<file path="config.mk">
export PLATFORM = sky130hd
export DESIGN_NAME = gate_table_sequencer_flat
export DESIGN_NICKNAME = d
export VERILOG_FILES = /design/src/rtl/gate_table_sequencer_if.sv /design/src/rtl/gate_table_sequencer.sv /design/src/flat_wrapper.sv
export SDC_FILE = /design/constraint.sdc
export NUM_CORES = 1
export LEC_CHECK = 0
export ABC_AREA = 1
export BUFFER_PORTS_ARGS = -buffer_cell sky130_fd_sc_hd__clkbuf_2
export CORE_ASPECT_RATIO = 0.8
export CORE_MARGIN = 2
export CORE_UTILIZATION = 40
export DETAILED_ROUTE_END_ITERATION = 6
export GPL_TIMING_DRIVEN = 0
export PLACE_DENSITY_LB_ADDON = 0.1
export SETUP_SLACK_MARGIN = 0.5
export SLEW_MARGIN = 20
export SYNTH_ARGS = -nofsm -noshare
export SYNTH_HDL_FRONTEND = slang
export SYNTH_SLANG_ARGS = --single-unit
export TNS_END_PERCENT = 1
</file>
<file path="constraint.sdc">
create_clock -name clk -period 1.95 [get_ports clk]
set_input_delay 0.0975 -clock clk [delete_from_list [all_inputs] [get_ports clk]]
set_output_delay 0.0975 -clock clk [all_outputs]
set_load 0.01 [all_outputs]
</file>
<file path="src/rtl/gate_table_sequencer_if.sv">
// rtl/gate_table_sequencer_if.sv - bus bundle between the truth-table sequencer and its user
//
// Purpose: groups the sweep request, the gate-unit drive/result lines and
// the captured-table status so a single port carries the whole block bus.
// Signals:
//   start       sweep request (level, honoured only while idle)
//   gate_a/b    drive lines to the two-input gate unit
//   gate_res    gate unit results {and, nand, nor, or, xnor, xor}
//   truth_table captured table, combo k in bits [6k+5:6k]
//   err_mask    per-combo mismatch against the golden table
//   busy/done   sweep in progress / one-cycle completion pulse
// Modports: slave = sequencer side, master = requester / gate-unit side.
interface gate_table_sequencer_if;
    logic        start;
    logic        gate_a;
    logic        gate_b;
    logic [5:0]  gate_res;
    logic [23:0] truth_table;
    logic [3:0]  err_mask;
    logic        busy;
    logic        done;

    modport slave (
        input  start,
        input  gate_res,
        output gate_a,
        output gate_b,
        output truth_table,
        output err_mask,
        output busy,
        output done
    );

    modport master (
        output start,
        output gate_res,
        input  gate_a,
        input  gate_b,
        input  truth_table,
        input  err_mask,
        input  busy,
        input  done
    );
endinterface

</file>
<file path="src/rtl/gate_table_sequencer.sv">
// rtl/gate_table_sequencer.sv - sweeps a two-input gate unit through all inputs and captures its truth table
//
// Purpose: on start, drives the four {a,b} combinations in order, holds each
// for SETTLE cycles, samples the six gate results for one cycle, stores them
// in the table and flags any slot that differs from the golden table.
// Ports:
//   clk  rising-edge clock
//   rst  asynchronous active-high reset
//   bus  gate_table_sequencer_if.slave (start, gate_a/b, gate_res,
//        truth_table, err_mask, busy, done)
// Parameter: SETTLE = hold cycles per combination before sampling (1..15).
module gate_table_sequencer #(
    parameter int unsigned SETTLE = 1
) (
    input  logic                   clk,
    input  logic                   rst,
    gate_table_sequencer_if.slave  bus
);

    localparam logic [3:0] SETTLE_V = 4'(SETTLE);

    // Expected results for an ideal gate unit, slot k in bits [6k+5:6k].
    localparam logic [23:0] GOLDEN_TABLE = {6'b100110, 6'b010101, 6'b010101, 6'b011010};

    typedef enum logic [1:0] {
        ST_IDLE,
        ST_DRIVE,
        ST_SAMPLE,
        ST_DONE
    } state_t;

    state_t      state_q, state_d;
    logic [1:0]  combo_q, combo_d;
    logic [3:0]  settle_q, settle_d;
    logic [23:0] table_q, table_d;
    logic [3:0]  err_q, err_d;

    always_ff @(posedge clk or posedge rst) begin
        if (rst) begin
            state_q  <= ST_IDLE;
            combo_q  <= 2'd0;
            settle_q <= 4'd0;
            table_q  <= 24'd0;
            err_q    <= 4'd0;
        end else begin
            state_q  <= state_d;
            combo_q  <= combo_d;
            settle_q <= settle_d;
            table_q  <= table_d;
            err_q    <= err_d;
        end
    end

    always_comb begin
        state_d  = state_q;
        combo_d  = combo_q;
        settle_d = settle_q;
        table_d  = table_q;
        err_d    = err_q;

        case (state_q)
            ST_IDLE: begin
                // The table is left alone here so a previous result stays
                // readable; only the error flags restart from clean.
                if (bus.start) begin
                    state_d  = ST_DRIVE;
                    combo_d  = 2'd0;
                    settle_d = SETTLE_V;
                    err_d    = 4'd0;
                end
            end
            ST_DRIVE: begin
                settle_d = settle_q - 4'd1;
                // settle_q == 1 marks the last hold cycle of this combination.
                if (settle_q <= 4'd1) begin
                    state_d = ST_SAMPLE;
                end
            end
            ST_SAMPLE: begin
                for (int k = 0; k < 4; k++) begin
                    if (combo_q == 2'(k)) begin
                        table_d[6*k +: 6] = bus.gate_res;
                        if (bus.gate_res != GOLDEN_TABLE[6*k +: 6]) begin
                            err_d[k] = 1'b1;
                        end
                    end
                end
                if (combo_q == 2'd3) begin
                    state_d = ST_DONE;
                    combo_d = 2'd0;
                end else begin
                    state_d  = ST_DRIVE;
                    combo_d  = combo_q + 2'd1;
                    settle_d = SETTLE_V;
                end
            end
            ST_DONE: begin
                state_d = ST_IDLE;
            end
            default: begin
                state_d = ST_IDLE;
            end
        endcase
    end

    logic driving;
    assign driving = (state_q == ST_DRIVE) || (state_q == ST_SAMPLE);

    assign bus.gate_a      = driving & combo_q[1];
    assign bus.gate_b      = driving & combo_q[0];
    assign bus.busy        = driving;
    assign bus.done        = (state_q == ST_DONE);
    assign bus.truth_table = table_q;
    assign bus.err_mask    = err_q;

endmodule

</file>
<file path="src/flat_wrapper.sv">
// flat-port wrapper written by rule: the top's interface ports become plain ports
module gate_table_sequencer_flat 
#(
    parameter int unsigned SETTLE = 1
)
  (clk, rst, bus_start, bus_gate_res, bus_gate_a, bus_gate_b, bus_truth_table, bus_err_mask, bus_busy, bus_done);
  gate_table_sequencer_if bus_i ();
  input  logic clk;
  input  logic rst;
  input wire logic [$bits(bus_i.start)-1:0] bus_start;
  input wire logic [$bits(bus_i.gate_res)-1:0] bus_gate_res;
  output wire logic [$bits(bus_i.gate_a)-1:0] bus_gate_a;
  output wire logic [$bits(bus_i.gate_b)-1:0] bus_gate_b;
  output wire logic [$bits(bus_i.truth_table)-1:0] bus_truth_table;
  output wire logic [$bits(bus_i.err_mask)-1:0] bus_err_mask;
  output wire logic [$bits(bus_i.busy)-1:0] bus_busy;
  output wire logic [$bits(bus_i.done)-1:0] bus_done;
  assign bus_i.start = bus_start;
  assign bus_i.gate_res = bus_gate_res;
  assign bus_gate_a = bus_i.gate_a;
  assign bus_gate_b = bus_i.gate_b;
  assign bus_truth_table = bus_i.truth_table;
  assign bus_err_mask = bus_i.err_mask;
  assign bus_busy = bus_i.busy;
  assign bus_done = bus_i.done;
  gate_table_sequencer #(.SETTLE(SETTLE)) u_core (.clk(clk), .rst(rst), .bus(bus_i));
endmodule
</file>
==> results of run 1 <==
synth_stat cells:
master    count  area share [%]
a21oi_2       2             1.0
a21oi_1       1            0.29
buf_6         1            0.66
nor2_1       11             2.4
nand2_1      51              11
nand3_1       6             1.8
buf_4         2            0.88
nor2_4        1            0.66
or2_2         1            0.37
ha_1         10             7.4
inv_1        23             5.1
nand2_2       2            0.74
nand4_1       2            0.74
o21ai_0      31             9.1
inv_2         3            0.66
buf_2         2            0.59
nand2_4       1            0.66
o22ai_1       1            0.37
nand2_8       1             1.2
dfrtp_1      36              53
nand3b_1      2            0.88
nor3_1        1            0.29
power by group:
group          switching [mW]  leakage (nW)  total, mW  internal [mW]
clock network           0.251        0.0455      0.539          0.288
registers               0.207         0.424       1.28           1.07
logic                   0.878         0.671       1.51          0.628
logic make-up after synthesis:
logic type      share of synthesized area (%)
compound gates                          10.82
fa+ha+maj                               7.358
buf+inv                                 7.873
flops                                   52.98
simple gates                            20.97
area by class of cell:
class,instances,share of cell area [%]
buffer,5,1.695
clock buffer,8,4.208
inverter,26,4.676
multi-input combinational,124,32.50
sequential,36,42.14
tap,57,3.331
timing repair buffer,44,11.46
what timing repair did:
| action | CTS | global route |
|---|---|---|
| endpoints found under the setup margin | 6 | 14 |
| resized for setup | 0 | 9 |
| buffers inserted | 1 | 1 |
| hold buffers | 1 | 0 |
| hold endpoints to repair | 36 | 0 |
registers in the layout, summed over array words and instances, names as in the netlist:
signal and flops:
u_core.bus.err_mask 4, u_core.bus.truth_table 24, u_core.combo_q 2, u_core.settle_q 4
u_core.state_q 2
worst max-delay path by stage:
stage | from | end | slack, ps | cells past startpoint
after floorplan | u_core.state_q[0]$_DFFE_PP0P_ | u_core.settle_q[3]$_DFFE_PP0P_ | 640 | 9
after global placement | rst | u_core.bus.err_mask[1]$_DFFE_PP0P_ | 520 | 2
after detailed placement | u_core.state_q[0]$_DFFE_PP0P_ | u_core.settle_q[3]$_DFFE_PP0P_ | 510 | 9
after CTS | u_core.state_q[1]$_DFFE_PP0P_ | bus_gate_b | 510 | 5
after global routing | u_core.state_q[0]$_DFFE_PP0P_ | u_core.settle_q[3]$_DFFE_PP0P_ | 470 | 8
final | u_core.state_q[1]$_DFFE_PP0P_ | u_core.combo_q[0]$_DFFE_PP0P_ | 560 | 7
worst max-delay path: cells and delay by family, from the launching register on:
family	cells	cell delay (ps)
AND/OR/NAND/NOR	2	300
buffers and inverters	3	300
adder cells (fa/ha/maj)	1	130
AO/OA/AOI/OAI	1	130
flip-flops	1	440
layer usage:
metal / share of wire [%] / routed length, um / track usage, %
met5: 0 / 0 / 0
met4: 0.83 / 29 / 4.773
met3: 4.9 / 170 / 4.651
met2: 42 / 1455 / 22.04
met1: 53 / 1831 / 23.19
through the flow:
stage	instance area, sq um	util, %	setup WS, ps
after floorplan	1700	-	644.1
after global placement	1972	47.80	516.0
after detailed placement	1992	48.29	508.7
after CTS	2100	50.89	510.4
after global routing	2141	51.90	471.0
final	2141	51.90	560.6
==> flow_results.xml, run 1 <==
<?xml version="1.0" encoding="UTF-8"?>
<metrics>
  <group name="outcome">
    <metric name="status" unit="">completed</metric>
  </group>
  <group name="worst_setup_path">
    <metric name="critical-path-slowest-cell" unit="">dfrtp_2</metric>
    <metric name="r2r_slack" unit="ps">560</metric>
    <metric name="cp_data_required_time" unit="ps">2150</metric>
    <metric name="timing_worst_setup_path_type" unit="">flop to flop</metric>
    <metric name="cp_cell_sequence" unit="">inv_2, ha_4, nand2_1, nand2_2, inv_4, buf_4, o21ai_0</metric>
    <metric name="critical-path-max-stage-delay" unit="ps">440</metric>
    <metric name="worstRegToRegCells" unit="">7</metric>
    <metric name="critical_path.endpoint_type" unit="">flop</metric>
    <metric name="category_of_the_worst_setup_path_launch_point" unit="">flop</metric>
    <metric name="critPathArrivalTime" unit="ps">1590</metric>
    <metric name="worst_r2r_endpoint" unit="">u_core.combo_q[0]$_DFFE_PP0P_</metric>
    <metric name="worstReg2RegStart" unit="">u_core.state_q[1]$_DFFE_PP0P_</metric>
    <metric name="worstPathMaxFanout" unit="">5</metric>
  </group>
  <group name="timing">
    <metric name="timing.fmax" unit="MHz">719.7</metric>
    <metric name="final_min_period_over_clock_period" unit="%">71.25</metric>
    <metric name="setup_repair_after_global_routing_missed_its_margin" unit="">yes</metric>
    <metric name="setup_viol_count_final" unit="">0</metric>
    <metric name="worst_hold_slack" unit="ps">178.0</metric>
    <metric name="final_max_slew_viol_count" unit="">0</metric>
    <metric name="setup_clock_skew_after_layout" unit="ps">4.278</metric>
    <metric name="worstMarginPinSlew" unit="ps">231.5</metric>
    <metric name="maxSlewHeadroom" unit="%">84.45</metric>
    <metric name="final-hold-violation-count" unit="">0</metric>
    <metric name="setup-tns-final" unit="ps">0</metric>
    <metric name="final_period_minus_worst_setup_slack" unit="ps">1389</metric>
  </group>
  <group name="layout">
    <metric name="finalNonFillerCells" unit="">300</metric>
    <metric name="final_common_cell" unit="">nand2_1</metric>
    <metric name="area_occupied_by_multi_input_gates" unit="sq um">695.7</metric>
    <metric name="area.growth.synth_to_final" unit="%">25.90</metric>
    <metric name="num-nets-final" unit="">261</metric>
    <metric name="most-common-layout-cells" unit="">nand2_1, clkbuf_2, dfrtp_1, o21ai_0, inv_1</metric>
    <metric name="layout.filler_cells" unit="">414</metric>
    <metric name="seq_area" unit="sq um">902.1</metric>
    <metric name="drive_gt1_share" unit="%">30.04</metric>
    <metric name="diodes" unit="">0</metric>
  </group>
  <group name="detailed_routing">
    <metric name="drtAntennaViolNets" unit="">0</metric>
    <metric name="drt_iter0_markers" unit="">62</metric>
    <metric name="total_wirelength" unit="um">3486</metric>
    <metric name="post-route-drc-count" unit="">0</metric>
    <metric name="vias" unit="">1331</metric>
    <metric name="avgViaCountPerCell" unit="">4.437</metric>
    <metric name="routed_wire_length_per_instance" unit="um">11.62</metric>
    <metric name="drt_pass1_iterations" unit="">4</metric>
  </group>
  <group name="global_route">
    <metric name="grt_start_max_net_pins" unit="">32</metric>
    <metric name="antenna_found_initial" unit="">0</metric>
    <metric name="first_global_vias" unit="">1197</metric>
    <metric name="grt_pass1_wl" unit="um">5816</metric>
    <metric name="grtUsageTotal" unit="%">15.67</metric>
    <metric name="grt_overflow_total" unit="">0</metric>
  </group>
  <group name="die">
    <metric name="die_h" unit="um">62.32</metric>
    <metric name="floorplan.io_pins" unit="">41</metric>
    <metric name="std_cell_rows" unit="">21</metric>
    <metric name="initial_cell_density_of_the_core" unit="%">41.22</metric>
    <metric name="die_x" unit="um">76.90</metric>
    <metric name="fp.dieArea" unit="sq um">4792</metric>
    <metric name="core-area" unit="sq um">4125</metric>
  </group>
  <group name="clock_tree">
    <metric name="cts_num_sinks" unit="">36</metric>
    <metric name="path_clk_slew" unit="ps">70</metric>
    <metric name="tritoncts.num_buffers" unit="">5</metric>
    <metric name="cts_root_buffer" unit="">clkbuf_8</metric>
    <metric name="cts.path.max_buffers" unit="">2</metric>
    <metric name="cts_tree" unit="">yes</metric>
    <metric name="htree_levels" unit="">2</metric>
    <metric name="clock_insertion_delay_worst_skew" unit="ps">280</metric>
  </group>
  <group name="yosys">
    <metric name="postSynthAreaPerCell" unit="sq um">8.903</metric>
    <metric name="synth_cells" unit="">191</metric>
    <metric name="ys.warnings.count" unit="">0</metric>
    <metric name="syn-cell-area" unit="sq um">1700</metric>
    <metric name="synth_cell_type_count" unit="">22</metric>
    <metric name="synth_sequential_area_ratio" unit="%">52.98</metric>
    <metric name="synth_seq_cells" unit="">36</metric>
    <metric name="postSynthNetCount" unit="">210</metric>
  </group>
  <group name="pwr">
    <metric name="vdd_drop_max" unit="uV">512.2</metric>
    <metric name="power-per-cell-area" unit="nW/um^2">1554</metric>
    <metric name="p_leak" unit="nW">1.140</metric>
    <metric name="report.power.total" unit="mW">3.326</metric>
  </group>
  <group name="job">
    <metric name="maxCapViolCount" unit="">0</metric>
  </group>
  <group name="min_path">
    <metric name="worst_hold_path_type" unit="">input port to flop</metric>
    <metric name="hold_path_end" unit="">u_core.bus.truth_table[18]$_DFFE_PP0P_</metric>
    <metric name="holdPathStages" unit="">3</metric>
    <metric name="hold_start" unit="">bus_gate_res[0]</metric>
  </group>
  <group name="placed_design">
    <metric name="final_wtd_congestion" unit="">0.7646</metric>
    <metric name="place_hpwl" unit="um">2576</metric>
    <metric name="place.port_buffers" unit="">40</metric>
    <metric name="placed_cells" unit="">289</metric>
  </group>
</metrics>
(Power assumes the default switching activity.)
==> run 2, diff against run 1 <==
--- a/config.mk
+++ b/config.mk
@@ -5,7 +5,7 @@
 export SDC_FILE = /design/constraint.sdc
 export NUM_CORES = 1
 export LEC_CHECK = 0
-export ABC_AREA = 1
+export ABC_AREA = 0
 export BUFFER_PORTS_ARGS = -buffer_cell sky130_fd_sc_hd__clkbuf_2
 export CORE_ASPECT_RATIO = 0.8
 export CORE_MARGIN = 2
==> constraint.sdc (replaced) <==
create_clock -name clk -period 1.3 [get_ports clk]
set_input_delay 0.065 -clock clk [delete_from_list [all_inputs] [get_ports clk]]
set_output_delay 0.065 -clock clk [all_outputs]
set_load 0.01 [all_outputs]
==> flow_results.xml, run 2 <==
<?xml version="1.0" encoding="UTF-8"?>
<metrics>
  <group name="timing">
    <metric name="final_period_minus_worst_setup_slack" unit="ps">1498</metric>
    <metric name="layout_setup_ws" unit="ps">-198.4</metric>
    <metric name="final_min_period_over_clock_period" unit="%">115.3</metric>
    <metric name="maxSlewHeadroom" unit="%">51.16</metric>
    <metric name="timing.fmax" unit="MHz">667.4</metric>
    <metric name="setup_viol_count_final" unit="">36</metric>
    <metric name="final-hold-violation-count" unit="">36</metric>
    <metric name="worstMarginPinSlew" unit="ps">731.5</metric>
    <metric name="setup-tns-final" unit="ps">-2030</metric>
    <metric name="setup_clock_skew_after_layout" unit="ps">7.859</metric>
    <metric name="final_max_slew_viol_count" unit="">0</metric>
    <metric name="setup_repair_after_global_routing_missed_its_margin" unit="">yes</metric>
    <metric name="worst_hold_slack" unit="ps">-118.8</metric>
  </group>
  <group name="placed_design">
    <metric name="place.port_buffers" unit="">40</metric>
    <metric name="post_dp_cell_area" unit="sq um">1973</metric>
    <metric name="place_hpwl" unit="um">2430</metric>
    <metric name="final_wtd_congestion" unit="">0.8017</metric>
    <metric name="placed_cells" unit="">224</metric>
  </group>
  <group name="layout">
    <metric name="drive_gt1_share" unit="%">58.60</metric>
    <metric name="post-route-util" unit="%">58.26</metric>
    <metric name="num-nets-final" unit="">204</metric>
    <metric name="finalNonFillerCells" unit="">241</metric>
    <metric name="layout.filler_cells" unit="">323</metric>
    <metric name="design_area" unit="sq um">2260</metric>
    <metric name="diodes" unit="">0</metric>
    <metric name="area.growth.synth_to_final" unit="%">36.10</metric>
    <metric name="largest_reg_flops" unit="">24</metric>
    <metric name="most-common-layout-cells" unit="">dfrtp_1, mux2_2, clkbuf_2, buf_2, buf_4</metric>
    <metric name="final_common_cell" unit="">dfrtp_1</metric>
  </group>
  <group name="outcome">
    <metric name="status" unit="">finished with violations</metric>
    <metric name="violations_in_the_final_reports" unit="">hold timing, setup timing</metric>
  </group>
  <group name="detailed_routing">
    <metric name="post-route-drc-count" unit="">0</metric>
    <metric name="avgViaCountPerCell" unit="">5.012</metric>
    <metric name="total_wirelength" unit="um">3712</metric>
    <metric name="drtAntennaViolNets" unit="">0</metric>
    <metric name="vias" unit="">1208</metric>
    <metric name="routed_wire_length_per_instance" unit="um">15.40</metric>
    <metric name="drt_iter0_markers" unit="">73</metric>
    <metric name="drt_pass1_iterations" unit="">4</metric>
  </group>
  <group name="global_route">
    <metric name="antenna_found_initial" unit="">0</metric>
    <metric name="grt_overflow_total" unit="">0</metric>
    <metric name="first_global_vias" unit="">1220</metric>
    <metric name="gr-usage-met2" unit="%">28.44</metric>
    <metric name="grtUsageMet3" unit="%">5.279</metric>
    <metric name="grt_pass1_wl" unit="um">5927</metric>
    <metric name="busiest_layer" unit="">met2</metric>
    <metric name="grt.met1_usage" unit="%">20.58</metric>
    <metric name="grt_start_max_net_pins" unit="">37</metric>
    <metric name="grtUsageTotal" unit="%">16.86</metric>
  </group>
  <group name="yosys">
    <metric name="yosys.area_share.xor_xnor" unit="%">0</metric>
    <metric name="postSynthAreaPerCell" unit="sq um">12.87</metric>
    <metric name="synth_sequential_area_ratio" unit="%">54.26</metric>
    <metric name="ys.warnings.count" unit="">0</metric>
    <metric name="postSynthNetCount" unit="">148</metric>
    <metric name="synth_top_cell_by_area" unit="">dfrtp_1</metric>
    <metric name="syn-cell-area" unit="sq um">1660</metric>
    <metric name="yosysTopAreaCellShare" unit="%">54.26</metric>
    <metric name="synth-main-ff-cell" unit="">dfrtp_1</metric>
    <metric name="dominant_combinational_cell_family_by_area_after_synthesis" unit="">multiplexers</metric>
    <metric name="synth-compound-area-share" unit="%">8.063</metric>
    <metric name="synth_top_cells_by_area" unit="">dfrtp_1, mux2_2, ha_1</metric>
    <metric name="synth_seq_cells" unit="">36</metric>
    <metric name="synth_commonest_cells" unit="">dfrtp_1, mux2_2, ha_1</metric>
    <metric name="asyncSetResetFlopFracSynth" unit="%">100.0</metric>
    <metric name="most_numerous_cell_in_the_yosys_netlist" unit="">dfrtp_1</metric>
    <metric name="synth-edff-count" unit="">0</metric>
    <metric name="synth_cell_type_count" unit="">28</metric>
    <metric name="synth_cells" unit="">129</metric>
    <metric name="synth_mux_area_share" unit="%">16.28</metric>
    <metric name="synth_simple_gate_area_share" unit="%">11.38</metric>
    <metric name="synth-adder-area-share" unit="%">7.536</metric>
  </group>
  <group name="pwr">
    <metric name="vdd_drop_max" unit="uV">1190</metric>
    <metric name="power-per-cell-area" unit="nW/um^2">2502</metric>
    <metric name="p_leak" unit="nW">1.065</metric>
  </group>
  <group name="worst_setup_path">
    <metric name="critical-path-slowest-cell" unit="">dfrtp_1</metric>
    <metric name="worstRegToRegCells" unit="">6</metric>
    <metric name="critical_path.top_delay_family" unit="">flip-flops</metric>
    <metric name="critical-path-max-stage-delay" unit="ps">400</metric>
    <metric name="worstPathMaxFanout" unit="">5</metric>
    <metric name="cp_data_required_time" unit="ps">1470</metric>
    <metric name="critical_path.endpoint_type" unit="">flop</metric>
    <metric name="r2r_slack" unit="ps">-200</metric>
    <metric name="cp_num_buf_inv" unit="">2</metric>
    <metric name="timing_worst_setup_path_type" unit="">flop to flop</metric>
    <metric name="category_of_the_worst_setup_path_launch_point" unit="">flop</metric>
    <metric name="worstReg2RegStart" unit="">u_core.state_q[0]$_DFFE_PP0P_</metric>
    <metric name="cp_cell_sequence" unit="">inv_2, ha_4, clkbuf_16, nand4_1, a31oi_1, nor2_1</metric>
    <metric name="worst_r2r_endpoint" unit="">u_core.bus.err_mask[2]$_DFFE_PP0P_</metric>
    <metric name="critPathArrivalTime" unit="ps">1670</metric>
  </group>
  <group name="clock_tree">
    <metric name="path_clk_slew" unit="ps">70</metric>
    <metric name="cts_root_buffer" unit="">clkbuf_8</metric>
    <metric name="htree_levels" unit="">2</metric>
    <metric name="clock_insertion_delay_worst_skew" unit="ps">280</metric>
    <metric name="cts_num_sinks" unit="">36</metric>
    <metric name="tritoncts.num_buffers" unit="">5</metric>
    <metric name="cts_tree" unit="">yes</metric>
    <metric name="cts.path.max_buffers" unit="">2</metric>
  </group>
  <group name="die">
    <metric name="floorplan.io_pins" unit="">41</metric>
    <metric name="fp.dieArea" unit="sq um">4685</metric>
    <metric name="initial_cell_density_of_the_core" unit="%">42.81</metric>
    <metric name="std_cell_rows" unit="">20</metric>
    <metric name="die_h" unit="um">61.63</metric>
    <metric name="die_x" unit="um">76.03</metric>
    <metric name="core-area" unit="sq um">3879</metric>
  </group>
  <group name="min_path">
    <metric name="worst_hold_path_type" unit="">input port to async pin</metric>
  </group>
  <group name="job">
    <metric name="maxCapViolCount" unit="">0</metric>
  </group>
</metrics>
## run 2: layout make-up
cell class,count,area (sq um),area share [%]
Buffer,2,31.28,1.384
Multi-Input combinational cell,85,855.8,37.87
Clock buffer,6,82.58,3.654
Timing Repair Buffer,48,284.0,12.57
Tap cell,55,68.82,3.045
Clock inverter,2,10.01,0.4430
Inverter,7,26.28,1.163
Sequential cell,36,900.9,39.87
## run 2: timing repair
action                     in CTS  in global routing
gates cloned                    1                  1
pin swaps                       9                  6
buffers inserted                6                  1
hold endpoints to repair       36                 36
setup endpoints to repair      68                 68
resized for setup              18                 25
## run 2: worst max-delay path by stage
stage	slack (ps)	cells past startpoint	start	endpoint
2_1_floorplan	-20	6	u_core.settle_q[0]$_DFFE_PP0P_	u_core.state_q[1]$_DFFE_PP0P_
3_3_place_gp	-130	7	u_core.state_q[0]$_DFFE_PP0P_	u_core.settle_q[2]$_DFFE_PP0P_
3_5_place_dp	-170	7	u_core.state_q[0]$_DFFE_PP0P_	u_core.bus.err_mask[2]$_DFFE_PP0P_
4_1_cts	-100	4	u_core.state_q[1]$_DFFE_PP0P_	bus_gate_b
5_1_grt	-230	7	u_core.state_q[1]$_DFFE_PP0P_	u_core.bus.err_mask[2]$_DFFE_PP0P_
6_report	-200	6	u_core.state_q[0]$_DFFE_PP0P_	u_core.bus.err_mask[2]$_DFFE_PP0P_
## run 2: power by group
| part | switching (mW) | internal, mW |
|---|---|---|
| logic | 1.39 | 1.47 |
| clock network | 0.388 | 0.423 |
| registers | 0.330 | 1.65 |
## run 2: metrics by stage
step	worst slack, ps	total power, mW	hold slack (ps)
2_1_floorplan	-23.27	3.508	215.5
3_3_place_gp	-134.0	4.209	389.7
3_5_place_dp	-170.3	4.303	227.7
4_1_cts	-101.4	5.431	-87.49
5_1_grt	-230.1	6.036	-43.07
6_report	-198.4	5.653	-118.8
## run 2: per-layer routing
layer	part of all wire, %	wire, um
met5	0	0
met4	1.1	40
met3	5.5	204
met2	47	1744
met1	46	1723
## run 2: worst reg2reg max path: cells and delay by family, from the launching register on
kind / cells / cell delay [ps]
AOI/OAI and AO/OA: 1 / 290
and+or+nand+nor: 2 / 230
buffers and inverters: 2 / 280
adders and majority gates: 1 / 180
DFF: 1 / 400
## run 2: cell families after synthesis
kind of cell               count (synthesis)
buffers and inverters                      9
adders and majority gates                 10
AOI/OAI and AO/OA                         19
and+or+nand+nor                           31
DFF                                       36
muxes                                     24
==> run 3, diff against run 2 <==
--- a/config.mk
+++ b/config.mk
@@ -12,7 +12,7 @@
 export CORE_UTILIZATION = 40
 export DETAILED_ROUTE_END_ITERATION = 6
 export GPL_TIMING_DRIVEN = 0
-export PLACE_DENSITY_LB_ADDON = 0.1
+export PLACE_DENSITY = 0.65
 export SETUP_SLACK_MARGIN = 0.5
 export SLEW_MARGIN = 20
 export SYNTH_ARGS = -nofsm -noshare
==> constraint.sdc (replaced) <==
create_clock -name clk -period 1.25 [get_ports clk]
set_input_delay 0.0625 -clock clk [delete_from_list [all_inputs] [get_ports clk]]
set_output_delay 0.0625 -clock clk [all_outputs]
set_load 0.01 [all_outputs]
==> flow_results.xml, run 3 (same netlist as run 2, synthesis figures left out) <==
<?xml version="1.0" encoding="UTF-8"?>
<metrics>
  <group name="outcome">
    <metric name="status" unit="">finished with violations</metric>
    <metric name="violations_in_the_final_reports" unit="">hold timing, setup timing</metric>
  </group>
  <group name="placed_design">
    <metric name="dpl_worst_slack" unit="ps">-197.6</metric>
    <metric name="place.port_buffers" unit="">40</metric>
    <metric name="place_hpwl" unit="um">2428</metric>
    <metric name="final_wtd_congestion" unit="">0.8163</metric>
  </group>
  <group name="clock_tree">
    <metric name="cts_root_buffer" unit="">clkbuf_8</metric>
    <metric name="cts_num_sinks" unit="">36</metric>
    <metric name="cts_tree" unit="">yes</metric>
    <metric name="cts.path.max_buffers" unit="">2</metric>
    <metric name="path_clk_slew" unit="ps">70</metric>
    <metric name="htree_levels" unit="">2</metric>
    <metric name="clock_insertion_delay_worst_skew" unit="ps">280</metric>
    <metric name="tritoncts.num_buffers" unit="">5</metric>
  </group>
  <group name="timing">
    <metric name="setup_repair_after_global_routing_missed_its_margin" unit="">yes</metric>
    <metric name="worst_hold_slack" unit="ps">-113.9</metric>
    <metric name="setup_viol_count_final" unit="">36</metric>
    <metric name="final_max_slew_viol_count" unit="">0</metric>
    <metric name="final_min_period_over_clock_period" unit="%">116.5</metric>
    <metric name="timing.fmax" unit="MHz">686.7</metric>
    <metric name="setup_clock_skew_after_layout" unit="ps">2.867</metric>
    <metric name="final-hold-violation-count" unit="">36</metric>
    <metric name="worstMarginPinSlew" unit="ps">727.5</metric>
    <metric name="layout_setup_ws" unit="ps">-206.3</metric>
    <metric name="final_period_minus_worst_setup_slack" unit="ps">1456</metric>
    <metric name="maxSlewHeadroom" unit="%">51.43</metric>
  </group>
  <group name="global_route">
    <metric name="first_global_vias" unit="">1205</metric>
    <metric name="antenna_found_initial" unit="">0</metric>
    <metric name="grt_pass1_wl" unit="um">5816</metric>
    <metric name="grt_start_max_net_pins" unit="">37</metric>
    <metric name="grtUsageTotal" unit="%">16.38</metric>
    <metric name="grt_overflow_total" unit="">0</metric>
  </group>
  <group name="pwr">
    <metric name="p_int" unit="mW">3.721</metric>
    <metric name="report.power.total" unit="mW">5.821</metric>
    <metric name="power_frac_seq" unit="%">35.5</metric>
    <metric name="comb_power_share" unit="%">49.6</metric>
    <metric name="power-per-cell-area" unit="nW/um^2">2603</metric>
    <metric name="vdd_drop_max" unit="uV">1438</metric>
    <metric name="switching_fraction" unit="%">36.08</metric>
    <metric name="power.share.clock" unit="%">14.9</metric>
    <metric name="p_switching" unit="mW">2.100</metric>
    <metric name="p_leak" unit="nW">1.051</metric>
  </group>
  <group name="detailed_routing">
    <metric name="routed_wire_length_per_instance" unit="um">14.67</metric>
    <metric name="drt_iter0_markers" unit="">63</metric>
    <metric name="vias" unit="">1202</metric>
    <metric name="total_wirelength" unit="um">3506</metric>
    <metric name="drtAntennaViolNets" unit="">0</metric>
    <metric name="post-route-drc-count" unit="">0</metric>
    <metric name="avgViaCountPerCell" unit="">5.029</metric>
    <metric name="drt_pass1_iterations" unit="">4</metric>
  </group>
  <group name="worst_setup_path">
    <metric name="critical-path-slowest-cell" unit="">dfrtp_1</metric>
    <metric name="cp_cell_sequence" unit="">inv_2, ha_2, buf_12, nand2_8, buf_4, mux2_2</metric>
    <metric name="cp_num_buf_inv" unit="">3</metric>
    <metric name="worstPathMaxFanout" unit="">9</metric>
    <metric name="timing_worst_setup_path_type" unit="">flop to flop</metric>
    <metric name="cp_data_required_time" unit="ps">1420</metric>
    <metric name="critical_path.top_delay_family" unit="">flip-flops</metric>
    <metric name="critical-path-max-stage-delay" unit="ps">400</metric>
    <metric name="category_of_the_worst_setup_path_launch_point" unit="">flop</metric>
    <metric name="critical_path.endpoint_type" unit="">flop</metric>
    <metric name="critPathArrivalTime" unit="ps">1620</metric>
  </group>
  <group name="job">
    <metric name="maxCapViolCount" unit="">0</metric>
  </group>
  <group name="die">
    <metric name="fp.dieArea" unit="sq um">4685</metric>
    <metric name="floorplan.io_pins" unit="">41</metric>
    <metric name="initial_cell_density_of_the_core" unit="%">42.81</metric>
    <metric name="die_x" unit="um">76.03</metric>
    <metric name="core-area" unit="sq um">3879</metric>
    <metric name="std_cell_rows" unit="">20</metric>
    <metric name="die_h" unit="um">61.63</metric>
  </group>
  <group name="layout">
    <metric name="area.growth.synth_to_final" unit="%">34.66</metric>
    <metric name="post-route-util" unit="%">57.65</metric>
    <metric name="drive_gt1_share" unit="%">56.52</metric>
    <metric name="largest_reg_flops" unit="">24</metric>
    <metric name="final_common_cell" unit="">dfrtp_1</metric>
    <metric name="num-nets-final" unit="">203</metric>
    <metric name="diodes" unit="">0</metric>
    <metric name="most-common-layout-cells" unit="">dfrtp_1, mux2_2, buf_2, clkbuf_2</metric>
  </group>
  <group name="min_path">
    <metric name="worst_hold_path_type" unit="">input port to async pin</metric>
  </group>
</metrics>
-- run 3: cell types whose count changed in the layout (fill, tap and decap cells not counted) --
cell       before  now
clkbuf_2       23   17
buf_2          16   21
ha_1            0    3
clkinv_2        2    0
ha_2            6    4
buf_12          1    2
buf_6           2    3
clkbuf_16       1    0
clkbuf_8        6    7
ha_4            4    3
nand2_4         3    2
o21ai_0         3    2
o21ai_1         5    6
-- run 3: per-layer routing --
layer  vias up  GRT usage (%)  share of wire [%]
met2        31          27.30                 47
met5         -              0                  0
met1       598          20.30                 47
met3         5          6.012                4.2
li1        568              -                  -
met4         0          5.974                1.5
-- run 3: timing repair --
action / 4_1_cts / 5_1_grt
endpoints found under the hold margin: 36 / 36
pin swaps: 11 / 4
endpoints found under the setup margin: 68 / 68
resized for setup: 18 / 29
setup buffers: 4 / 4
-- run 3: worst paths after layout --
kind                                                         from                                endpoint  slack, ps  cells past startpoint
min in group clk                                  bus_gate_res[4]  u_core.bus.truth_table[16]$_DFFE_PP0P_        100                      2
min reg2reg                u_core.bus.truth_table[20]$_DFFE_PP0P_  u_core.bus.truth_table[20]$_DFFE_PP0P_        500                      1
min                                                           rst  u_core.bus.truth_table[20]$_DFFE_PP0P_       -110                      2
max in group asynchronous                                     rst  u_core.bus.truth_table[18]$_DFFE_PP0P_        900                      2
max                                 u_core.state_q[0]$_DFFE_PP0P_  u_core.bus.truth_table[22]$_DFFE_PP0P_       -210                      6
max reg2reg                         u_core.state_q[0]$_DFFE_PP0P_  u_core.bus.truth_table[22]$_DFFE_PP0P_       -210                      6
-- run 3: power by group through the flow --
stage	Combinational (mW)	Clock (mW)	Sequential [mW]
after floorplan	1.40	0	2.25
after global placement	2.31	0	2.06
after detailed placement	2.37	0	2.10
after CTS	2.66	0.890	2.08
after global routing	3.14	0.950	2.14
final	2.89	0.867	2.07
-- run 3: through the flow --
stage | setup TNS, ps | instance area, sq um | cells
2_1_floorplan | -1446 | 1704 | 129
3_3_place_gp | -5223 | 1973 | 224
3_5_place_dp | -4814 | 1973 | 224
4_1_cts | -3511 | 2163 | 235
5_1_grt | -7396 | 2236 | 239
6_report | -5250 | 2236 | 239
-- run 3: layout make-up --
class / instances / area, sq um
Buffer: 2 / 31.28
Clock buffer: 7 / 96.34
Timing Repair Buffer: 48 / 285.3
Inverter: 7 / 26.28
Fill cell: 318 / 1643
Multi-Input combinational cell: 84 / 827.0
Tap cell: 55 / 68.82
Sequential cell: 36 / 900.9
-- run 3: worst reg2reg max path, stage by stage (launching register included) --
cell	delay [ps]
dfrtp_1	400
inv_2	100
ha_2	200
buf_12	150
nand2_8	60
buf_4	150
mux2_2	270
